### src/rtl/rob_mem_bridge_if.sv
// Handshake bundle between the ROB/memory environment (master) and rob_mem_bridge (slave).
// The master drives ROB requests, memory ready and memory responses; the slave drives the rest.
interface rob_mem_bridge_if #(
    parameter int SWIDTH = 4,
    parameter int AWIDTH = 40,
    parameter int DWIDTH = 32
);
    logic              rob_req_val;
    logic [AWIDTH-1:0] rob_req_addr;
    logic [SWIDTH-1:0] rob_req_ID;
    logic              rob_rsp_val;
    logic [SWIDTH-1:0] rob_rsp_ID;
    logic [DWIDTH-1:0] rob_rsp_data;
    logic              mem_req_val;
    logic [AWIDTH-1:0] mem_req_addr;
    logic [SWIDTH-1:0] mem_req_ID;
    logic              mem_req_ready;
    logic              mem_rsp_val;
    logic [SWIDTH-1:0] mem_rsp_ID;
    logic [DWIDTH-1:0] mem_rsp_data;
    logic              mem_rsp_ready;

    modport master (
        output rob_req_val, rob_req_addr, rob_req_ID,
        input  rob_rsp_val, rob_rsp_ID, rob_rsp_data,
        input  mem_req_val, mem_req_addr, mem_req_ID,
        output mem_req_ready,
        output mem_rsp_val, mem_rsp_ID, mem_rsp_data,
        input  mem_rsp_ready
    );

    modport slave (
        input  rob_req_val, rob_req_addr, rob_req_ID,
        output rob_rsp_val, rob_rsp_ID, rob_rsp_data,
        output mem_req_val, mem_req_addr, mem_req_ID,
        input  mem_req_ready,
        input  mem_rsp_val, mem_rsp_ID, mem_rsp_data,
        output mem_rsp_ready
    );
endinterface

### src/rtl/rob_mem_bridge.sv
// ROB-to-memory bridge: request FIFO with backpressure, in-flight tag tracking, registered responses.
// Optional zero-latency forwarding on an empty FIFO: define ROB_MEM_BRIDGE_BYPASS_EN.
module rob_mem_bridge #(
    parameter int ROB_SIZE = 16,
    parameter int SWIDTH   = 4,
    parameter int AWIDTH   = 40,
    parameter int DWIDTH   = 32
) (
    input  logic              clk,
    input  logic              rst_,
    rob_mem_bridge_if.slave   bus,
    output logic [SWIDTH:0]   inflight_cnt,
    output logic              err_ovf,
    output logic              err_dup,
    output logic              err_unexp
);
    localparam logic [SWIDTH:0] PTR_ONE  = {{SWIDTH{1'b0}}, 1'b1};
    localparam logic [SWIDTH:0] PTR_ZERO = {(SWIDTH+1){1'b0}};
    localparam logic [SWIDTH:0] CNT_MAX  = (SWIDTH+1)'(ROB_SIZE);

    logic [AWIDTH-1:0]   fifo_addr_q [ROB_SIZE];
    logic [SWIDTH-1:0]   fifo_id_q   [ROB_SIZE];
    logic [SWIDTH:0]     wr_ptr_q, wr_ptr_d, rd_ptr_q, rd_ptr_d;
    logic [ROB_SIZE-1:0] inflight_q, inflight_d, inflight_clr_s;
    logic [SWIDTH:0]     cnt_q, cnt_d;
    logic                ovf_q, ovf_d, dup_q, dup_d, unexp_q, unexp_d;
    logic                rsp_val_q, rsp_val_d, rsp_ready_q, rsp_ready_d;
    logic [SWIDTH-1:0]   rsp_id_q, rsp_id_d;
    logic [DWIDTH-1:0]   rsp_data_q, rsp_data_d;

    logic                empty_s, full_s, pop_s, bypass_s, acc_s, fifo_wr_s;
    logic                rsp_hs_s, hit_s, miss_s;
    logic [SWIDTH-1:0]   rd_idx_s, wr_idx_s;

    // Handshake decode: FIFO status, push acceptance and response classification
    always_comb begin
        rd_idx_s = rd_ptr_q[SWIDTH-1:0];
        wr_idx_s = wr_ptr_q[SWIDTH-1:0];
        empty_s  = (wr_ptr_q == rd_ptr_q);
        full_s   = (wr_ptr_q[SWIDTH] != rd_ptr_q[SWIDTH]) && (wr_idx_s == rd_idx_s);
        pop_s    = ~empty_s & bus.mem_req_ready;
`ifdef ROB_MEM_BRIDGE_BYPASS_EN
        bypass_s = empty_s & bus.mem_req_ready & bus.rob_req_val;
`else
        bypass_s = 1'b0;
`endif
        // A pop frees the slot this same cycle, so a full FIFO still accepts
        acc_s     = bus.rob_req_val & (~full_s | pop_s);
        fifo_wr_s = acc_s & ~bypass_s;
        rsp_hs_s  = bus.mem_rsp_val & rsp_ready_q;
        hit_s     = rsp_hs_s & inflight_q[bus.mem_rsp_ID];
        miss_s    = rsp_hs_s & ~inflight_q[bus.mem_rsp_ID];
    end

    // Next-state: pointers, bitmap (clear before set), counter, sticky flags, response register
    always_comb begin
        wr_ptr_d       = fifo_wr_s ? (wr_ptr_q + PTR_ONE) : wr_ptr_q;
        rd_ptr_d       = pop_s ? (rd_ptr_q + PTR_ONE) : rd_ptr_q;
        inflight_clr_s = inflight_q;
        if (hit_s) begin
            inflight_clr_s[bus.mem_rsp_ID] = 1'b0;
        end else begin
            inflight_clr_s[bus.mem_rsp_ID] = inflight_q[bus.mem_rsp_ID];
        end
        inflight_d = inflight_clr_s;
        if (acc_s) begin
            inflight_d[bus.rob_req_ID] = 1'b1;
        end else begin
            inflight_d[bus.rob_req_ID] = inflight_clr_s[bus.rob_req_ID];
        end
        if (acc_s && !hit_s && (cnt_q != CNT_MAX)) begin
            cnt_d = cnt_q + PTR_ONE;
        end else if (hit_s && !acc_s && (cnt_q != PTR_ZERO)) begin
            cnt_d = cnt_q - PTR_ONE;
        end else begin
            cnt_d = cnt_q;
        end
        // Tag reuse is flagged even when the request itself is dropped on overflow
        ovf_d       = ovf_q | (bus.rob_req_val & ~acc_s);
        dup_d       = dup_q | (bus.rob_req_val & inflight_clr_s[bus.rob_req_ID]);
        unexp_d     = unexp_q | miss_s;
        rsp_val_d   = hit_s;
        rsp_id_d    = hit_s ? bus.mem_rsp_ID : rsp_id_q;
        rsp_data_d  = hit_s ? bus.mem_rsp_data : rsp_data_q;
        rsp_ready_d = 1'b1;
    end

    // Control and status registers with synchronous active-low reset
    always_ff @(posedge clk) begin
        if (!rst_) begin
            wr_ptr_q    <= PTR_ZERO;
            rd_ptr_q    <= PTR_ZERO;
            inflight_q  <= {ROB_SIZE{1'b0}};
            cnt_q       <= PTR_ZERO;
            ovf_q       <= 1'b0;
            dup_q       <= 1'b0;
            unexp_q     <= 1'b0;
            rsp_val_q   <= 1'b0;
            rsp_id_q    <= {SWIDTH{1'b0}};
            rsp_data_q  <= {DWIDTH{1'b0}};
            rsp_ready_q <= 1'b0;
        end else begin
            wr_ptr_q    <= wr_ptr_d;
            rd_ptr_q    <= rd_ptr_d;
            inflight_q  <= inflight_d;
            cnt_q       <= cnt_d;
            ovf_q       <= ovf_d;
            dup_q       <= dup_d;
            unexp_q     <= unexp_d;
            rsp_val_q   <= rsp_val_d;
            rsp_id_q    <= rsp_id_d;
            rsp_data_q  <= rsp_data_d;
            rsp_ready_q <= rsp_ready_d;
        end
    end

    // FIFO storage; contents are don't-care while the pointers mark them empty
    always_ff @(posedge clk) begin
        if (fifo_wr_s) begin
            fifo_addr_q[wr_idx_s] <= bus.rob_req_addr;
            fifo_id_q[wr_idx_s]   <= bus.rob_req_ID;
        end else begin
            fifo_addr_q[wr_idx_s] <= fifo_addr_q[wr_idx_s];
            fifo_id_q[wr_idx_s]   <= fifo_id_q[wr_idx_s];
        end
    end

    // Memory request port: FIFO head, zeroed when empty (or the bypassed request)
    always_comb begin
        if (bypass_s) begin
            bus.mem_req_val  = 1'b1;
            bus.mem_req_addr = bus.rob_req_addr;
            bus.mem_req_ID   = bus.rob_req_ID;
        end else if (empty_s) begin
            bus.mem_req_val  = 1'b0;
            bus.mem_req_addr = {AWIDTH{1'b0}};
            bus.mem_req_ID   = {SWIDTH{1'b0}};
        end else begin
            bus.mem_req_val  = 1'b1;
            bus.mem_req_addr = fifo_addr_q[rd_idx_s];
            bus.mem_req_ID   = fifo_id_q[rd_idx_s];
        end
    end

    assign bus.rob_rsp_val   = rsp_val_q;
    assign bus.rob_rsp_ID    = rsp_id_q;
    assign bus.rob_rsp_data  = rsp_data_q;
    assign bus.mem_rsp_ready = rsp_ready_q;
    assign inflight_cnt      = cnt_q;
    assign err_ovf           = ovf_q;
    assign err_dup           = dup_q;
    assign err_unexp         = unexp_q;
endmodule

### src/flat_wrapper.sv
// flat-port wrapper written by rule: the top's interface ports become plain ports
module rob_mem_bridge_flat 
#(
    parameter int ROB_SIZE = 16,
    parameter int SWIDTH   = 4,
    parameter int AWIDTH   = 40,
    parameter int DWIDTH   = 32
)
  (clk, rst_, inflight_cnt, err_ovf, err_dup, err_unexp, bus_rob_req_val, bus_rob_req_addr, bus_rob_req_ID, bus_rob_rsp_val, bus_rob_rsp_ID, bus_rob_rsp_data, bus_mem_req_val, bus_mem_req_addr, bus_mem_req_ID, bus_mem_req_ready, bus_mem_rsp_val, bus_mem_rsp_ID, bus_mem_rsp_data, bus_mem_rsp_ready);
  rob_mem_bridge_if #(.SWIDTH(SWIDTH), .AWIDTH(AWIDTH), .DWIDTH(DWIDTH)) bus_i ();
  input  logic clk;
  input  logic rst_;
  output logic [SWIDTH:0] inflight_cnt;
  output logic err_ovf;
  output logic err_dup;
  output logic err_unexp;
  input wire logic [$bits(bus_i.rob_req_val)-1:0] bus_rob_req_val;
  input wire logic [$bits(bus_i.rob_req_addr)-1:0] bus_rob_req_addr;
  input wire logic [$bits(bus_i.rob_req_ID)-1:0] bus_rob_req_ID;
  output wire logic [$bits(bus_i.rob_rsp_val)-1:0] bus_rob_rsp_val;
  output wire logic [$bits(bus_i.rob_rsp_ID)-1:0] bus_rob_rsp_ID;
  output wire logic [$bits(bus_i.rob_rsp_data)-1:0] bus_rob_rsp_data;
  output wire logic [$bits(bus_i.mem_req_val)-1:0] bus_mem_req_val;
  output wire logic [$bits(bus_i.mem_req_addr)-1:0] bus_mem_req_addr;
  output wire logic [$bits(bus_i.mem_req_ID)-1:0] bus_mem_req_ID;
  input wire logic [$bits(bus_i.mem_req_ready)-1:0] bus_mem_req_ready;
  input wire logic [$bits(bus_i.mem_rsp_val)-1:0] bus_mem_rsp_val;
  input wire logic [$bits(bus_i.mem_rsp_ID)-1:0] bus_mem_rsp_ID;
  input wire logic [$bits(bus_i.mem_rsp_data)-1:0] bus_mem_rsp_data;
  output wire logic [$bits(bus_i.mem_rsp_ready)-1:0] bus_mem_rsp_ready;
  assign bus_i.rob_req_val = bus_rob_req_val;
  assign bus_i.rob_req_addr = bus_rob_req_addr;
  assign bus_i.rob_req_ID = bus_rob_req_ID;
  assign bus_rob_rsp_val = bus_i.rob_rsp_val;
  assign bus_rob_rsp_ID = bus_i.rob_rsp_ID;
  assign bus_rob_rsp_data = bus_i.rob_rsp_data;
  assign bus_mem_req_val = bus_i.mem_req_val;
  assign bus_mem_req_addr = bus_i.mem_req_addr;
  assign bus_mem_req_ID = bus_i.mem_req_ID;
  assign bus_i.mem_req_ready = bus_mem_req_ready;
  assign bus_i.mem_rsp_val = bus_mem_rsp_val;
  assign bus_i.mem_rsp_ID = bus_mem_rsp_ID;
  assign bus_i.mem_rsp_data = bus_mem_rsp_data;
  assign bus_mem_rsp_ready = bus_i.mem_rsp_ready;
  rob_mem_bridge #(.ROB_SIZE(ROB_SIZE), .SWIDTH(SWIDTH), .AWIDTH(AWIDTH), .DWIDTH(DWIDTH)) u_core (.clk(clk), .rst_(rst_), .bus(bus_i), .inflight_cnt(inflight_cnt), .err_ovf(err_ovf), .err_dup(err_dup), .err_unexp(err_unexp));
endmodule
### config.mk
export PLATFORM = sky130hd
export DESIGN_NAME = rob_mem_bridge_flat
export DESIGN_NICKNAME = d
export VERILOG_FILES = /design/src/rtl/rob_mem_bridge_if.sv /design/src/rtl/rob_mem_bridge.sv /design/src/flat_wrapper.sv
export SDC_FILE = /design/constraint.sdc
export NUM_CORES = 1
export LEC_CHECK = 0
export ABC_CLOCK_PERIOD_IN_PS = 6200
export CORE_AREA = 2 2 230 232
export CTS_BUF_LIST = sky130_fd_sc_hd__clkbuf_4 sky130_fd_sc_hd__clkbuf_8
export DETAILED_ROUTE_END_ITERATION = 10
export DIE_AREA = 0 0 232 234
export DONT_BUFFER_PORTS = 1
export GPL_TIMING_DRIVEN = 0
export PLACE_DENSITY = 0.75
export SLEW_MARGIN = 25
export SYNTH_ARGS = -nofsm -noshare
export SYNTH_HDL_FRONTEND = slang
export SYNTH_SLANG_ARGS = --single-unit
### constraint.sdc
create_clock -name clk -period 6.2 [get_ports clk]
set_input_delay 1.24 -clock clk [delete_from_list [all_inputs] [get_ports clk]]
set_output_delay 1.24 -clock clk [all_outputs]
set_load 0.02 [all_outputs]
Word level (Yosys, flattened, before mapping):

Memories as Yosys holds them, arrays and structs flattened. A register that Yosys moved wholly into a read port is not among the register bits.
Cells that the tools add are included.

* order comparisons: 4
* reduce and logical (&&, ||, !) cells: 12
* mux-type cells: 27
* add/sub/neg operators: 4
* bitwise logic cells: 20
* equality and inequality tests: 5

Operator list (number)
* $mux W40: 2
* $bwmux W16: 2
* $mux W16: 2
* $mux W4: 6
* $and A16 B16 Y16: 1
* $not A16 Y16: 1
* $or A16 B16 Y16: 1
* $add A5 B1 Y5 const B: 3
* $lt A4 B5 Y1 const B: 2
* $mux W5: 2
* $mux W1: 9
* $bmux W1 S4: 2
* $demux W1 S4: 2
* $ge A4 B1 Y1 const B: 2
* $and A1 B1 Y1: 7
* $logic_and A1 B1 Y1: 7
* $or A1 B1 Y1: 6
* $eq A5 B5 Y1: 1
* $ne A5 B5 Y1 const B: 1
* $reduce_bool A5 Y1: 1
* $sub A5 B1 Y5 const B: 1
* $eq A4 B4 Y1: 1
* $not A1 Y1: 4
* $logic_not A1 Y1: 2
* other kinds (4): 4

* memories: 2
* RAM bits: 704
* logic and storage cells: 85
* register bits after elaboration: 72

Memories
* u_core.fifo_addr_q: depth 16, width 40, read ports 1, clocked after memory_dff 1, wr ports 1, line rob_mem_bridge.sv:21 `logic [AWIDTH-1:0] fifo_addr_q [ROB_SIZE];`
* u_core.fifo_id_q: depth 16, width 4, read ports 1, clocked after memory_dff 1, wr ports 1, line rob_mem_bridge.sv:22 `logic [SWIDTH-1:0] fifo_id_q [ROB_SIZE];`

Longest topological paths before layout:

Gate-level depths: netlist (run 1).

* word-level depth: 11
* gate-level depth with buffers: 15

Worst setup path after synthesis (run 1):

Ideal clock, no wire load.

* kind: input to register
* from: input bus_mem_req_ready
* to: memory u_core.fifo_addr_q[0][0], enable pin
* arrival time: 4977 ps
* required time: 5700 ps
* library setup time: 500 ps
* setup slack: 723 ps
* path buffers: 1
* stages: 4
* cell sequence: o31a_1 clkbuf_1 nand2_1 nor3_1

* longest elaborated chain between the ends: 6

RTL lines
* start: declaration: line flat_wrapper.sv:26 `input wire logic [$bits(bus_i.mem_req_ready)-1:0] bus_mem_req_ready;`
* $and A1 B1 Y1 *: line rob_mem_bridge.sv:41 `pop_s = ~empty_s & bus.mem_req_ready;`
* $or A1 B1 Y1 *: line rob_mem_bridge.sv:48 `acc_s = bus.rob_req_val & (~full_s | pop_s);`
* $and A1 B1 Y1 *: line rob_mem_bridge.sv:48
* $mux W1 (on tied branches): line rob_mem_bridge.sv:119, rob_mem_bridge.sv:123
* $mux W1 (not written as such) / $reduce_and A2 Y1 (equally long branches)
* $or A1 B1 Y1 (no line) *
* end: declaration: line rob_mem_bridge.sv:21

Every way passes the cells marked *; elsewhere a longest branch is shown, timed or not.

==> results of run 1 <==
power by group through the flow:
stage                     clock, mW  sequential [mW]  combinational [mW]
after floorplan                   0             5.99                1.19
after global placement            0             6.01                1.51
after detailed placement          0             6.00                1.56
after CTS                      4.22             5.89                1.57
after global routing           4.43             5.90                1.67
final                          4.17             5.89                1.55
state kept, by name (all words and copies together), names as in the netlist, 4 cells and up, named ones only:
signal,flops
u_core.inflight_q,16
u_core.bus.rob_rsp_ID,4
u_core.inflight_cnt,5
u_core.bus.rob_rsp_data,32
u_core.rd_ptr_q,5
u_core.wr_ptr_q,5
u_core.fifo_addr_q,640
u_core.fifo_id_q,64
worst min path at each step:
stage,start,endpoint,slack [ns]
floorplan,u_core.wr_ptr_q[4],u_core.wr_ptr_q[4],0.47
global placement,u_core.wr_ptr_q[4],u_core.wr_ptr_q[4],0.49
detailed placement,u_core.wr_ptr_q[4],u_core.wr_ptr_q[4],0.51
CTS,rst_,u_core.bus.mem_rsp_ready,0.49
global route,rst_,u_core.bus.mem_rsp_ready,0.51
finish,u_core.wr_ptr_q[4],u_core.wr_ptr_q[4],0.52
layout make-up:
cell class / instances / share of cell area
Sequential cell: 780 / 0.646
Multi-Input combinational cell: 704 / 0.223
Clock buffer: 154 / 0.0550
Timing Repair Buffer: 55 / 0.0278
Tap cell: 688 / 0.0245
Buffer: 96 / 0.0120
Clock inverter: 60 / 0.0116
Inverter: 6 / 0.000642
worst max-delay path, delay by kind of cell, from the launching register on:
kind                   cells  cell delay, ns
AO/OA/AOI/OAI              2            0.97
buffers and inverters      4            2.38
flip-flops                 1            0.31
routing by layer:
metal,global-route usage,share of wire,vias to the layer above
met2,0.432,0.50,794
met5,0,0,-
met4,0.0829,0.021,0
met1,0.343,0.38,8342
li1,-,-,6847
met3,0.0680,0.092,105
kinds of logic (layout without fill, tap and decap cells):
family,after synthesis,after routing,share of synthesized area
compound gates,183,183,0.0439
xor+xnor,16,16,0.00455
fa+ha+maj,9,9,0.00390
buf+inv,102,371,0.0144
flops,780,780,0.736
mux,272,272,0.160
simple gates,224,224,0.0370
Yosys cell counts, types with 10 or more instances:
cell type / n
mux4_2: 177
nand2_1: 37
buf_2: 28
a21oi_1: 16
mux2i_1: 92
clkbuf_1: 62
nor2_1: 84
nor2b_1: 50
a21oi_2: 10
dfxtp_1: 76
edfxtp_1: 704
nand2b_1: 12
a211oi_1: 91
o21ai_0: 24
==> impl_metrics.toml, run 1 <==
[critical_path]
ff2ff_setup_slack_ns = 2.12
slowest_delay_ns = 0.83
startpoint_type = "flip-flop"
worstPathRequired_ns = 4.96
r2r_end = "u_core.fifo_addr_q[1][24]"
cp_cell_sequence = "clkbuf_1 > clkbuf_1 > clkbuf_1 > buf_2 > a211oi_1 > a211oi_1"
critical-path-slowest-cell = "a211oi_1"
endpoint = "bus_mem_req_addr[38]"
critPathKind = "reg -> out"
critPathArrivalTime_ns = 4.41
path_max_fanout = 10
reg2reg_depth = 11
end_kind = "output pin"
r2r-start = "u_core.wr_ptr_q[2]"
crit_top_cell = "clkbuf_1"

[die]
row_count = 84
fp.coreArea_mm2 = 0.0520
dieArea_mm2 = 0.0543
io_pins = 176
initial_utilization = 0.592
dieWidth_um = 232
die_y_um = 234

[layout]
insertedDiodeCount = 0
postLayoutCoreUtil = 0.675
area_delta_synth_final_pct = 14.0
final_cell_mix = "edfxtp_1, mux4_2, clkbuf_8"
regArea_mm2 = 0.0227
layout_commonest_cell = "edfxtp_1"
stdcell_count = 2543
final_area_mm2 = 0.0351
nNetsFinal = 1853
fill_cells = 3293
drive_above_1_share = 0.265
multi_input_area_mm2 = 0.00783

[logic_synthesis]
yosysWarnings = 0
synth_edf_count = 704
async_flop_share = 0
ys.flop_type = "edfxtp_1"
yosysSeqAreaShare = 0.736
yosysUniqueCellTypes = 66
syn_area_per_cell_um2 = 19.4
synth_top_area_share = 0.686
synth_cells = 1586
ys_ff_latch = 780
synth.largest_area_cell = "edfxtp_1"
synth_area_leaders = "edfxtp_1, mux4_2, dfxtp_1, mux2i_1, a211oi_1"
syn-cell-area_mm2 = 0.0308
syn_nets = 1680

[routing]
postRouteAntennaNets = 0
routedWlPerCell_um = 27.3
wl_um = 69400
firstDrtPassIters = 5
vias = 16100
drc = 0
viasPerCell = 6.33
detail_route.iter0.violations = 1560

[sta]
final.setup.worst_slack_ns = 0.549
max_freq_mhz = 177
fin_crit_sh = 0.912
fin_skew_ns = 0.0432
rsz0062_at_grt = "false"
hold_viol_final = 0
tightestPinTransition_ns = 1.02
setup_tns_ns = 0
slew_headroom = 0.318
min_period_ns = 5.65
timing.hold.ws_ns = 0.516
final_max_slew_viol_count = 0
setup_violations = 0

[pwr]
netSwitchingPower_mw = 2.90
internal_power_mw = 8.71
comb_power_share = 0.134
clockPowerShare = 0.359
p_per_area_mw_per_mm2 = 331
p_total_mw = 11.6
peakVddDrop_uv = 187
seq_power_share = 0.507
leakagePower_nw = 11.2
switching_share = 0.250

[clock_network]
htreeDepth = 3
post_cts_buffers = 0
clock_path_buffers = 3
cts_resized = 0
cts_tree = "built"
cts.clk_slew.worst_paths_ns = 0.07
worst_skew_pair.late_latency_ns = 0.74
cts_made_buffers = 116
clock_sinks = 780
hold_buffers = 0
clockRootBuffer = "clkbuf_8"

[place]
dpl_worst_slack_ns = 1.20
place_congestion = 0.881
placed_area_mm2 = 0.0328
placedCellCount = 2329
dpl.hpwl_um = 45600
portBuffers = 0

[hold_path]
holdPathStages = 2
hold_class = "reg -> reg"

[global_routing]
grt_util_all_layers = 0.261
grt_max_degree = 25
grt_pass1_wl_um = 103000
overflow = 0
antenna_found_initial = 0
grt_pass1_vias = 16700

[job]
drv_cap = 0

[outcome]
outcome = "completed"
Note: power is estimated with default switching activity, not from simulation.
==> inputs of run 2 (changes only) <==
--- a/config.mk
+++ b/config.mk
@@ -6,13 +6,15 @@
 export NUM_CORES = 1
 export LEC_CHECK = 0
 export ABC_CLOCK_PERIOD_IN_PS = 6200
-export CORE_AREA = 2 2 230 232
+export CELL_PAD_IN_SITES_DETAIL_PLACEMENT = 1
+export CELL_PAD_IN_SITES_GLOBAL_PLACEMENT = 1
+export CORE_AREA = 2 2 234 236
 export CTS_BUF_LIST = sky130_fd_sc_hd__clkbuf_4 sky130_fd_sc_hd__clkbuf_8
 export DETAILED_ROUTE_END_ITERATION = 10
-export DIE_AREA = 0 0 232 234
+export DIE_AREA = 0 0 236 238
 export DONT_BUFFER_PORTS = 1
 export GPL_TIMING_DRIVEN = 0
-export PLACE_DENSITY = 0.75
+export PLACE_DENSITY = 0.82
 export SLEW_MARGIN = 25
 export SYNTH_ARGS = -nofsm -noshare
 export SYNTH_HDL_FRONTEND = slang
==> run 2 against run 1 <==
Against the previous run:
- clock power up 4%
- setup slack worse by 0.16 ns
- die area up 3.5%
- utilization down 2.0 points
- cell area down 0.25%
- sequential cell count unchanged
- critical path depth unchanged
- routed wire length up 25%
- power up 2.2%
- largest power group unchanged
==> impl_metrics.toml, run 2 (same netlist as run 1, synthesis figures left out) <==
[layout]
final_area_mm2 = 0.0350
area_delta_synth_final_pct = 13.7
drive_above_1_share = 0.266
nNetsFinal = 1855
top_register = "u_core.fifo_addr_q"
insertedDiodeCount = 0
fill_cells = 4453
layout_commonest_cell = "edfxtp_1"
largest_reg_flops = 640
final_cell_mix = "edfxtp_1, mux4_2, clkbuf_8"

[critical_path]
cp_cell_sequence = "clkbuf_1 > clkbuf_1 > clkbuf_1 > buf_2 > mux2i_1 > a211oi_1"
critical-path-slowest-cell = "a211oi_1"
startpoint_type = "flip-flop"
r2r-start = "u_core.wr_ptr_q[2]"
worstPathRequired_ns = 4.96
end_kind = "output pin"
path_max_fanout = 10
crit_top_cell = "clkbuf_1"
critPathKind = "reg -> out"
critPathArrivalTime_ns = 4.57
slowest_delay_ns = 0.92

[sta]
fin_skew_ns = 0.0285
hold_viol_final = 0
max_freq_mhz = 172
fin_crit_sh = 0.937
tightestPinTransition_ns = 1.05
rsz0062_at_grt = "false"
slew_headroom = 0.293
setup_violations = 0
final.setup.worst_slack_ns = 0.388
min_period_ns = 5.81
final_max_slew_viol_count = 0

[routing]
firstDrtPassIters = 6
vias = 17200
routedWlPerCell_um = 33.9
viasPerCell = 6.73
wl_um = 86600
drc = 0
postRouteAntennaNets = 0
detail_route.iter0.violations = 1948

[die]
row_count = 85
io_pins = 176
fp.coreArea_mm2 = 0.0535
dieWidth_um = 236
die_y_um = 238
initial_utilization = 0.576
dieArea_mm2 = 0.0562

[global_routing]
grt_pass1_wl_um = 127000
overflow = 0
grt_max_degree = 25
antenna_found_initial = 1
grt_util_all_layers = 0.314
grt_pass1_vias = 18600

[outcome]
outcome = "completed"

[hold_path]
hp-start = "rst_"
hold_class = "in -> reg"

[place]
dpl.hpwl_um = 52700
placed_area_mm2 = 0.0327
portBuffers = 0
place_congestion = 0.840
dpl_worst_slack_ns = 1.33

[pwr]
leakagePower_nw = 11.2
p_per_area_mw_per_mm2 = 339
peakVddDrop_uv = 224

[clock_network]
clock_path_buffers = 3
worst_skew_pair.late_latency_ns = 0.74
clockRootBuffer = "clkbuf_8"
post_cts_buffers = 0
clock_sinks = 780
htreeDepth = 3
cts_resized = 0
cts.clk_slew.worst_paths_ns = 0.07
hold_buffers = 0
cts_made_buffers = 118
cts_tree = "built"

[job]
drv_cap = 0
[run 2: changes by cell type in the layout (fill, tap and decap cells not counted), sizes merged]
| cell | before | now |
|---|---|---|
| clkinv | 49 | 56 |
| bufinv | 5 | 4 |
| clkbuf | 216 | 219 |
| clkinvlp | 6 | 3 |
[run 2: metal layers]
metal / wire (um) / GRT usage / vias up
li1: - / - / 6855
met1: 32200 / 0.405 / 9052
met2: 43800 / 0.525 / 1100
met3: 7860 / 0.0689 / 205
met4: 2740 / 0.125 / 2
met5: 9 / 0 / -
[run 2: final cells by class]
type	instances	area, um2	share of cell area
flip-flops and latches	780	22700	0.647
repair buffers	55	876	0.0250
multi-input cells	704	7840	0.224
well taps	696	871	0.0249
clock inverters	63	387	0.0110
clock buffers	157	1940	0.0555
inverters	6	22.5	0.000643
plain buffers	96	422	0.0120
[run 2: critical path, delay by kind of cell, from the launching register on]
kind / cells / cell delay [ns]
buffers and inverters: 4 / 2.35
multiplexers: 1 / 0.23
flip-flops: 1 / 0.31
AO/OA/AOI/OAI: 1 / 0.92
[run 2: where the power goes]
| part | internal, mW | switching, mW | total [mW] |
|---|---|---|---|
| logic | 0.665 | 0.986 | 1.65 |
| registers | 5.82 | 0.0817 | 5.90 |
| clock network | 2.20 | 2.11 | 4.32 |
| total | 8.69 | 3.18 | 11.9 |
[run 2: worst paths after layout]
check | endpoint | slack, ns | depth (start not counted)
max | bus_mem_req_addr[1] | 0.39 | 6
min | u_core.bus.mem_rsp_ready | 0.53 | 0
max reg2reg | u_core.fifo_addr_q[2][25] | 2.34 | 11
min reg2reg | u_core.rd_ptr_q[4] | 0.55 | 2
[run 2: per-stage QoR]
stage          hold slack [ns]  utilization  total power [mW]  setup TNS, ns  cells
2_1_floorplan            0.470            -              7.18              0   1586
3_3_place_gp             0.500        0.592              7.52        -594.07   2282
3_5_place_dp             0.533        0.611              7.62              0   2337
4_1_cts                  0.497        0.654              11.9              0   2557
5_1_grt                  0.515        0.655              12.2              0   2557
6_report                 0.531        0.655              11.9              0   2557
==> inputs of run 3 (changes only) <==
--- a/config.mk
+++ b/config.mk
@@ -6,15 +6,15 @@
 export NUM_CORES = 1
 export LEC_CHECK = 0
 export ABC_CLOCK_PERIOD_IN_PS = 6200
+export BUFFER_PORTS_ARGS = -buffer_cell sky130_fd_sc_hd__buf_2
 export CELL_PAD_IN_SITES_DETAIL_PLACEMENT = 1
 export CELL_PAD_IN_SITES_GLOBAL_PLACEMENT = 1
-export CORE_AREA = 2 2 234 236
+export CORE_AREA = 2 2 240 242
 export CTS_BUF_LIST = sky130_fd_sc_hd__clkbuf_4 sky130_fd_sc_hd__clkbuf_8
 export DETAILED_ROUTE_END_ITERATION = 10
-export DIE_AREA = 0 0 236 238
-export DONT_BUFFER_PORTS = 1
+export DIE_AREA = 0 0 242 244
 export GPL_TIMING_DRIVEN = 0
-export PLACE_DENSITY = 0.82
+export PLACE_DENSITY = 0.81
 export SLEW_MARGIN = 25
 export SYNTH_ARGS = -nofsm -noshare
 export SYNTH_HDL_FRONTEND = slang
==> run 3 against run 2 <==
Against the previous run:
- sequential cell count did not move
- combinational power rose by 12%
- utilization fell by 1.3 points
- clock-buffer cell count rose by 2
- sequential power barely moved
- first-iteration DRC count fell by 11%
- setup slack improved by 0.089 ns
- global-route usage fell by 2.9 points
- power rose by 1.1%
- die area rose by 5.1%
- clock power barely moved
- critical endpoint is now bus_mem_req_ID[2]
- largest cell class unchanged
- highest routed layer is now met4
==> impl_metrics.toml, run 3 (same netlist as run 1, synthesis figures left out) <==
[outcome]
outcome = "completed"

[sta]
slew_headroom = 0.348
max_freq_mhz = 175
tightestPinTransition_ns = 0.979
rsz0062_at_grt = "false"
final_max_slew_viol_count = 0
timing.hold.ws_ns = 0.487
hold_viol_final = 0
fin_crit_sh = 0.923
fin_skew_ns = 0.0371
min_period_ns = 5.72
setup_violations = 0

[global_routing]
overflow = 0
grt_pass1_vias = 19400
antenna_found_initial = 3
grt_max_degree = 25
grt_util_all_layers = 0.285
grt_pass1_wl_um = 124000

[critical_path]
end_kind = "output pin"
r2r-start = "u_core.wr_ptr_q[2]"
worstPathRequired_ns = 4.96
cp_cell_sequence = "clkbuf_1 > clkbuf_1 > clkbuf_2 > buf_2 > mux2i_1 > a211oi_1 > buf_2"
critPathArrivalTime_ns = 4.48
startpoint_type = "flip-flop"
crit_family = "buffers and inverters"
reg2reg_depth = 10
path_max_fanout = 10
cp_num_buf_inv = 5
slowest_delay_ns = 0.75
ff2ff_setup_slack_ns = 2.07
critPathKind = "reg -> out"
critical-path-slowest-cell = "clkbuf_1"
r2r_end = "u_core.fifo_addr_q[2][28]"

[clock_network]
post_cts_buffers = 0
worst_skew_pair.late_latency_ns = 0.73
clock_sinks = 780
htreeDepth = 3
hold_buffers = 0
clockRootBuffer = "clkbuf_8"
cts_tree = "built"
cts_made_buffers = 119
clock_path_buffers = 3
cts.clk_slew.worst_paths_ns = 0.07

[die]
row_count = 87
die_y_um = 244
initial_utilization = 0.548
io_pins = 176
fp.coreArea_mm2 = 0.0562
dieWidth_um = 242
dieArea_mm2 = 0.0590

[routing]
firstDrtPassIters = 5
drc = 0
wl_um = 82700
postRouteAntennaNets = 0
vias = 17400
viasPerCell = 6.23
detail_route.iter0.violations = 1728
routedWlPerCell_um = 29.6

[layout]
nNetsFinal = 2030
final_area_mm2 = 0.0361
largest_reg_flops = 640
fill_cells = 4899
layout_commonest_cell = "edfxtp_1"
top_register = "u_core.fifo_addr_q"
drive_above_1_share = 0.326
area_delta_synth_final_pct = 17.1
final_cell_mix = "edfxtp_1, buf_2, mux4_2"
stdcell_count = 2793
postLayoutCoreUtil = 0.642

[pwr]
p_total_mw = 12.0
peakVddDrop_uv = 205
p_per_area_mw_per_mm2 = 333
leakagePower_nw = 12.0

[place]
dpl.hpwl_um = 52200
placed_area_mm2 = 0.0337
place_congestion = 0.845
portBuffers = 173
placedCellCount = 2571

[hold_path]
holdPathStages = 2
hp-start = "u_core.err_unexp"
hold_class = "reg -> reg"
whs_endpoint = "u_core.err_unexp"

[job]
drv_cap = 0
## run 3: cell types whose count changed in the layout (fill, tap and decap cells not counted), sizes merged
cell    before  now
buf         89  263
clkinv      56   53
clkbuf     219  221
diode        0    2
bufinv       4    5
## run 3: how the worst max path moves through the flow
stage,end,depth (start not counted)
4_1_cts,bus_mem_req_ID[2],7
3_5_place_dp,bus_mem_req_ID[2],7
6_report,bus_mem_req_ID[2],7
2_1_floorplan,u_core.fifo_addr_q[0][0],4
3_3_place_gp,u_core.fifo_addr_q[0][23],5
5_1_grt,bus_mem_req_ID[2],7
## run 3: through the flow
stage               worst slack (ns)  TNS (ns)
floorplan                      0.723         0
global placement               -2.56   -673.03
detailed placement              1.25         0
CTS                            0.212         0
global route                   0.287         0
finish                         0.477         0
## run 3: what timing repair did
item,CTS,global route
hold endpoints to repair,0,0
resized for setup,0,3
setup endpoints to repair,0,1
## run 3: cell type report
type | count | area [um2] | area share
diodes | 2 | 5.00 | 0.000139
plain buffers | 96 | 423 | 0.0117
clock buffers | 159 | 1940 | 0.0539
clock inverters | 61 | 402 | 0.0111
inverters | 6 | 22.5 | 0.000625
multi-input cells | 704 | 7810 | 0.216
flip-flops and latches | 780 | 22700 | 0.628
well taps | 756 | 946 | 0.0262
repair buffers | 229 | 1850 | 0.0513
## run 3: where the power goes
group	internal, mW	leakage (nW)	switching (mW)
Combinational	0.758	3.80	1.08
Sequential	5.82	6.98	0.0508
Clock	2.24	1.24	2.05
Total	8.82	12.0	3.18
## run 3: layer usage
layer,GRT usage,routed length [um],vias to the layer above
li1,-,-,7208
met1,0.368,31800,9096
met2,0.475,41500,906
met3,0.0607,6790,192
met4,0.120,2700,0
met5,0,0,-
## run 3: tightest hold or removal path, cell delays in order, from the launching register on
cell and delay, ns:
dfxtp_1 0.33, nor2_1 0.05, nor2_1 0.07
